### src/rtl/iddmm_seq_ctrl.sv
// Sequencer for the iddmm_cal Montgomery-multiply datapath: walks rows/columns,
// leads operand-RAM reads by one cycle, drains between rows and awaits cal_done.
module iddmm_seq_ctrl #(
  parameter int unsigned N       = 16,
  parameter int unsigned ADDR_W  = $clog2(N),
  parameter int unsigned GAP     = 12,
  parameter int unsigned TIMEOUT = 64
) (
  input  logic              clk,
  input  logic              rst_n,
  input  logic              start,
  input  logic              abort,
  output logic              busy,
  output logic              done,
  output logic              err,
  output logic              result_sel,
  output logic              rd_en,
  output logic [ADDR_W-1:0] rd_x_addr,
  output logic [ADDR_W:0]   rd_j_addr,
  output logic [ADDR_W-1:0] i_cnt,
  output logic [ADDR_W:0]   j_cnt,
  output logic              loop_en,
  input  logic              cal_done,
  input  logic              cal_sign
);

  localparam int unsigned JW = ADDR_W + 1;
  localparam int unsigned CW = 8;
  localparam logic [JW-1:0]     J_LAST   = JW'(N);
  localparam logic [ADDR_W-1:0] I_LAST   = ADDR_W'(N - 1);
  localparam logic [CW-1:0]     GAP_LAST = CW'(GAP - 1);
  localparam logic [CW-1:0]     TO_LAST  = CW'(TIMEOUT - 1);

  typedef enum logic [2:0] {
    ST_IDLE, ST_PRE, ST_ROW, ST_GAP, ST_WAIT_DONE, ST_FIN
  } state_t;

  state_t            state_q, state_d;
  logic [CW-1:0]     gap_cnt_q, gap_cnt_d;
  logic [CW-1:0]     to_cnt_q, to_cnt_d;
  logic              busy_d, done_d, err_d, result_sel_d, rd_en_d, loop_en_d;
  logic [ADDR_W-1:0] rd_x_addr_d, i_cnt_d;
  logic [JW-1:0]     rd_j_addr_d, j_cnt_d;

  // State, counters and all outputs are registered here
  always_ff @(posedge clk or negedge rst_n) begin
    if (!rst_n) begin
      state_q    <= ST_IDLE;
      gap_cnt_q  <= '0;
      to_cnt_q   <= '0;
      busy       <= 1'b0;
      done       <= 1'b0;
      err        <= 1'b0;
      result_sel <= 1'b0;
      rd_en      <= 1'b0;
      rd_x_addr  <= '0;
      rd_j_addr  <= '0;
      i_cnt      <= '0;
      j_cnt      <= '0;
      loop_en    <= 1'b0;
    end else begin
      state_q    <= state_d;
      gap_cnt_q  <= gap_cnt_d;
      to_cnt_q   <= to_cnt_d;
      busy       <= busy_d;
      done       <= done_d;
      err        <= err_d;
      result_sel <= result_sel_d;
      rd_en      <= rd_en_d;
      rd_x_addr  <= rd_x_addr_d;
      rd_j_addr  <= rd_j_addr_d;
      i_cnt      <= i_cnt_d;
      j_cnt      <= j_cnt_d;
      loop_en    <= loop_en_d;
    end
  end

  // Next-state and next-output logic; values describe the following cycle
  always_comb begin
    state_d      = state_q;
    gap_cnt_d    = gap_cnt_q;
    to_cnt_d     = to_cnt_q;
    busy_d       = busy;
    done_d       = 1'b0;
    err_d        = 1'b0;
    result_sel_d = result_sel;
    rd_en_d      = 1'b0;
    rd_x_addr_d  = rd_x_addr;
    rd_j_addr_d  = rd_j_addr;
    i_cnt_d      = i_cnt;
    j_cnt_d      = j_cnt;
    loop_en_d    = 1'b0;

    case (state_q)
      ST_IDLE: begin
        busy_d = 1'b0;
        if (start) begin
          state_d     = ST_PRE;
          busy_d      = 1'b1;
          rd_en_d     = 1'b1;
          rd_x_addr_d = '0;
          rd_j_addr_d = '0;
          i_cnt_d     = '0;
          j_cnt_d     = '0;
        end
      end
      ST_PRE: begin
        state_d     = ST_ROW;
        loop_en_d   = 1'b1;
        j_cnt_d     = '0;
        rd_en_d     = 1'b1;
        rd_j_addr_d = JW'(1);
      end
      ST_ROW: begin
        if (j_cnt != J_LAST) begin
          loop_en_d = 1'b1;
          j_cnt_d   = j_cnt + JW'(1);
          // Read port runs one column ahead and stops after column N
          if (j_cnt + JW'(1) != J_LAST) begin
            rd_en_d     = 1'b1;
            rd_j_addr_d = j_cnt + JW'(2);
          end
        end else begin
          j_cnt_d     = '0;
          rd_j_addr_d = '0;
          if (i_cnt != I_LAST) begin
            state_d   = ST_GAP;
            gap_cnt_d = '0;
            if (GAP_LAST == '0) begin
              rd_en_d     = 1'b1;
              rd_x_addr_d = i_cnt + ADDR_W'(1);
            end
          end else begin
            state_d  = ST_WAIT_DONE;
            to_cnt_d = '0;
          end
        end
      end
      ST_GAP: begin
        if (gap_cnt_q == GAP_LAST) begin
          state_d     = ST_ROW;
          i_cnt_d     = i_cnt + ADDR_W'(1);
          j_cnt_d     = '0;
          loop_en_d   = 1'b1;
          rd_en_d     = 1'b1;
          rd_j_addr_d = JW'(1);
        end else begin
          gap_cnt_d = gap_cnt_q + CW'(1);
          // Prefetch column 0 of the next row in the final drain cycle
          if (gap_cnt_q + CW'(1) == GAP_LAST) begin
            rd_en_d     = 1'b1;
            rd_x_addr_d = i_cnt + ADDR_W'(1);
            rd_j_addr_d = '0;
          end
        end
      end
      ST_WAIT_DONE: begin
        if (cal_done) begin
          state_d      = ST_FIN;
          result_sel_d = cal_sign;
          done_d       = 1'b1;
          busy_d       = 1'b0;
          i_cnt_d      = '0;
          rd_x_addr_d  = '0;
        end else if (to_cnt_q == TO_LAST) begin
          state_d     = ST_IDLE;
          err_d       = 1'b1;
          busy_d      = 1'b0;
          i_cnt_d     = '0;
          rd_x_addr_d = '0;
        end else begin
          to_cnt_d = to_cnt_q + CW'(1);
        end
      end
      ST_FIN: begin
        state_d = ST_IDLE;
        busy_d  = 1'b0;
      end
      default: state_d = ST_IDLE;
    endcase

    // Abort overrides every transition outside IDLE; result_sel is kept
    if (abort && (state_q != ST_IDLE)) begin
      state_d      = ST_IDLE;
      gap_cnt_d    = '0;
      to_cnt_d     = '0;
      busy_d       = 1'b0;
      done_d       = 1'b0;
      err_d        = 1'b0;
      result_sel_d = result_sel;
      rd_en_d      = 1'b0;
      rd_x_addr_d  = '0;
      rd_j_addr_d  = '0;
      i_cnt_d      = '0;
      j_cnt_d      = '0;
      loop_en_d    = 1'b0;
    end
  end

endmodule

### config.mk
export PLATFORM = sky130hd
export DESIGN_NAME = iddmm_seq_ctrl
export DESIGN_NICKNAME = d
export VERILOG_FILES = /design/src/rtl/iddmm_seq_ctrl.sv
export SDC_FILE = /design/constraint.sdc
export NUM_CORES = 1
export LEC_CHECK = 0
export ABC_AREA = 1
export CAP_MARGIN = 20
export CORE_MARGIN = 2
export CORE_UTILIZATION = 51
export CTS_CLUSTER_SIZE = 24
export DETAILED_ROUTE_END_ITERATION = 16
export PLACE_DENSITY = 0.88
export SLEW_MARGIN = 5
export SYNTH_ARGS = -nofsm -noshare
export SYNTH_HDL_FRONTEND = slang
export SYNTH_SLANG_ARGS = --single-unit
### constraint.sdc
create_clock -name clk -period 1.6 [get_ports clk]
set_clock_uncertainty 0.05 [all_clocks]
set_input_delay 0.32 -clock clk [delete_from_list [all_inputs] [get_ports clk]]
set_output_delay 0.32 -clock clk [all_outputs]
set_load 0.02 [all_outputs]
==> key figures <==
STA
  • Worst slew margin: 0.7312
  • RSZ-0062 raised after global routing: yes
  • Slew Limit Fails: 0
  • Final Cycle Share: 1.168
  • Setup violators final: 40
  • Setup ws final: -268.4 ps
  • Final min period: 1868 ps
  • Max Freq: 535.2 MHz
  • Hold Violations, Final: 0
  • Worst-margin pin slew: 400.1 ps

Critical path
  • Crit path arrival time: 2030 ps
  • Slowest cell on crit path: dfrtp_2
  • CP startpoint kind: flop
  • CP required: 1760 ps
  • Slowest stage delay, CP: 470 ps
  • Worst path buffer plus inverter count: 1
  • Crit-path cells: ha_2 -> nand2_1 -> nand2_1 -> nand2_1 -> inv_1 -> nand3b_1 -> nor2_2 -> nor2_4 -> nand2_4 -> nand2_1 -> nand2_1
  • Cell mode on critical path: nand2_1
  • Crit path max-delay family: simple AND/OR/NAND/NOR gates
  • CP endpoint kind: flop
  • Critical Path Fanout Max: 6
  • WS Path Type: flop to flop

Logic synthesis
  • Register area share after synthesis: 0.4177
  • Mapped Nets: 362
  • Ys async rst share: 1.000
  • Mean Syn Cell Area: 7.382 um2
  • Cell Area, Synth: 2576 um2
  • Yosys warnings: 0
  • Prevailing post-synth register cell: dfrtp_1
  • Syn Inst Count: 349
  • Synth Register Bits: 43
  • Post-synth EDFFs: 0
  • Post-synth cell types: 30

CTS
  • Num CTS Buffers: 5
  • Clock Tree Buf Depth: 2
  • # clock sinks: 43
  • Root Buffer: clkbuf_8
  • CTS tree: built
  • Insertion delay to the later sink of the worst-skew pair: 320 ps
  • H-Tree Depth: 2
  • Reg clk slew, reported paths: 90 ps

Power
  • Max IR drop VDD: 1027 uV
  • Power Density: 1336 nW/um2
  • Leak Pwr: 2.061 nW

Detailed routing
  • Vias per inst: 6.202
  • Detail Route Antenna Nets: 0
  • Routed WL per cell: 21.12 um
  • Remaining routing DRC violations: 0
  • Drt first pass iters: 5
  • Initial detailed-routing violation count: 324
  • Vias: 3,287
  • Total wire length: 11,190 um

Floorplanning
  • Core Region: 4786 um2
  • Initial core utilization: 0.5383
  • I/O pin count: 30
  • Row count: 25
  • Die Y: 75.08 um
  • Die Area: 5636 um2
  • Horiz. Die Dim: 75.08 um

Global routing
  • Initial antenna violation count: 0
  • Via count of the first global-routing pass: 2,925
  • GRT overflow: 0
  • Global-route wire length before repair: 13,610 um
  • Total track usage: 0.3213
  • Largest net degree at the start of global routing: 44

Placed design
  • Dpl hpwl: 4700 um
  • Pre-CTS WS: -300.2 ps
  • Port bufs: 29
  • Placed cell count: 488
  • GP Congestion: 0.9305

Cells and area
  • # diodes: 0
  • Syn-to-layout area delta: 62.85%
  • Share of cells above drive strength 1: 0.4600
  • Nets: 475
  • Register Area: 1089 um2
  • FILL cells: 199
  • Most frequent cells in the layout: nand2_1 (80), buf_4 (70), dfrtp_1 (33)
  • Most common cell after layout, fill and taps aside: nand2_1
  • Area of the multi-input gates: 1823 um2
  • Fin cells: 530

Status
  • Failing checks: negative setup slack
  • Status: finished, violations left

Run
  • Max Cap Viol: 0

Min path
  • Hold Crit Class: flop to flop
==> routing by layer <==
metal  share of wire  wire length, um  track usage  up-vias
met5               0                0     0.009259        -
li1                -                -            -     1351
met1            0.35             3868       0.3686     1538
met2            0.48             5424       0.5292      296
met3           0.095             1067      0.08032      102
met4           0.075              834       0.2123        0
==> report_power, final <==
group / internal (W) / leakage, nW / switching (W)
clock: 0.000394 / 0.0515 / 0.000396
combinational: 0.00136 / 1.44 / 0.00205
sequential: 0.00124 / 0.574 / 0.000173
==> worst min-delay path, delay by kind of cell, from the launching register on <==
kind             cells  cell delay, ps
DFF                  1             350
and+or+nand+nor      2              90
==> worst paths after layout <==
path	startpoint	end	slack [ps]	cells past startpoint
worst max-delay path	j_cnt[1]	rd_j_addr[0]	-270	11
worst min-delay path	rd_x_addr[2]	rd_x_addr[2]	420	2
worst max register to register	j_cnt[1]	rd_j_addr[0]	-270	11
worst min register to register	rd_x_addr[2]	rd_x_addr[2]	420	2
max in group asynchronous	rst_n	state_q[0]	800	3
min in group asynchronous	rst_n	j_cnt[2]	450	3
==> per-stage QoR <==
step                      setup TNS [ps]  hold slack [ps]  utilization  power [W]  instance area, um2
after CTS                         -547.3            422.4       0.7945   0.004858                3802
after detailed placement           -7649            267.0       0.6949   0.003467                3326
after global routing               -6446            441.0       0.8766   0.005748                4195
final                              -5201            419.6       0.8766   0.005603                4195
after floorplan                   -11.92           -25.59            -   0.002558                2615
after global placement             -5787            260.6       0.6949   0.003396                3326
==> final cells by class <==
class                   count  share of cell area
well taps                  67             0.01998
clock buffers               8             0.02386
inverters                  42             0.03877
repair buffers            112              0.2234
flip-flops and latches     43              0.2595
multi-input cells         258              0.4345
==> state kept, by name (all words and copies together), names as in the netlist, 3 cells and up <==
signal     count
rd_x_addr      4
to_cnt_q       8
gap_cnt_q      8
state_q        3
j_cnt          5
rd_j_addr      5
i_cnt          4
==> timing repair <==
action | 4_1_cts | 5_1_grt
gates cloned | 1 | 0
endpoints found under the setup margin | 60 | 44
pin swaps | 22 | 40
setup buffers | 20 | 16
resized for setup | 84 | 89
hold endpoints to repair | 43 | 0
hold buffers | 1 | 0
==> kinds of logic (layout without fill, tap and decap cells) <==
group	Yosys count	in the layout	share of synthesized area
compound gates	31	31	0.06556
xor+xnor	6	6	0.02040
fa+ha+maj	7	7	0.03400
buf+inv	48	162	0.07625
flops	43	43	0.4177
mux	1	1	0.004371
simple gates	213	213	0.3817
==> synth_stat cells, drive strengths merged, types with 6 or more instances <==
library cell  instances  share of area
o21ai                21          0.041
nand3                41          0.084
nor3                  6          0.016
inv                  42          0.061
ha                    7          0.034
dfrtp                43           0.42
buf                   6          0.015
nand4                 6          0.015
nand2               118           0.19
nor2                 37          0.066
No activity file was read; power rests on OpenSTA's default activity.
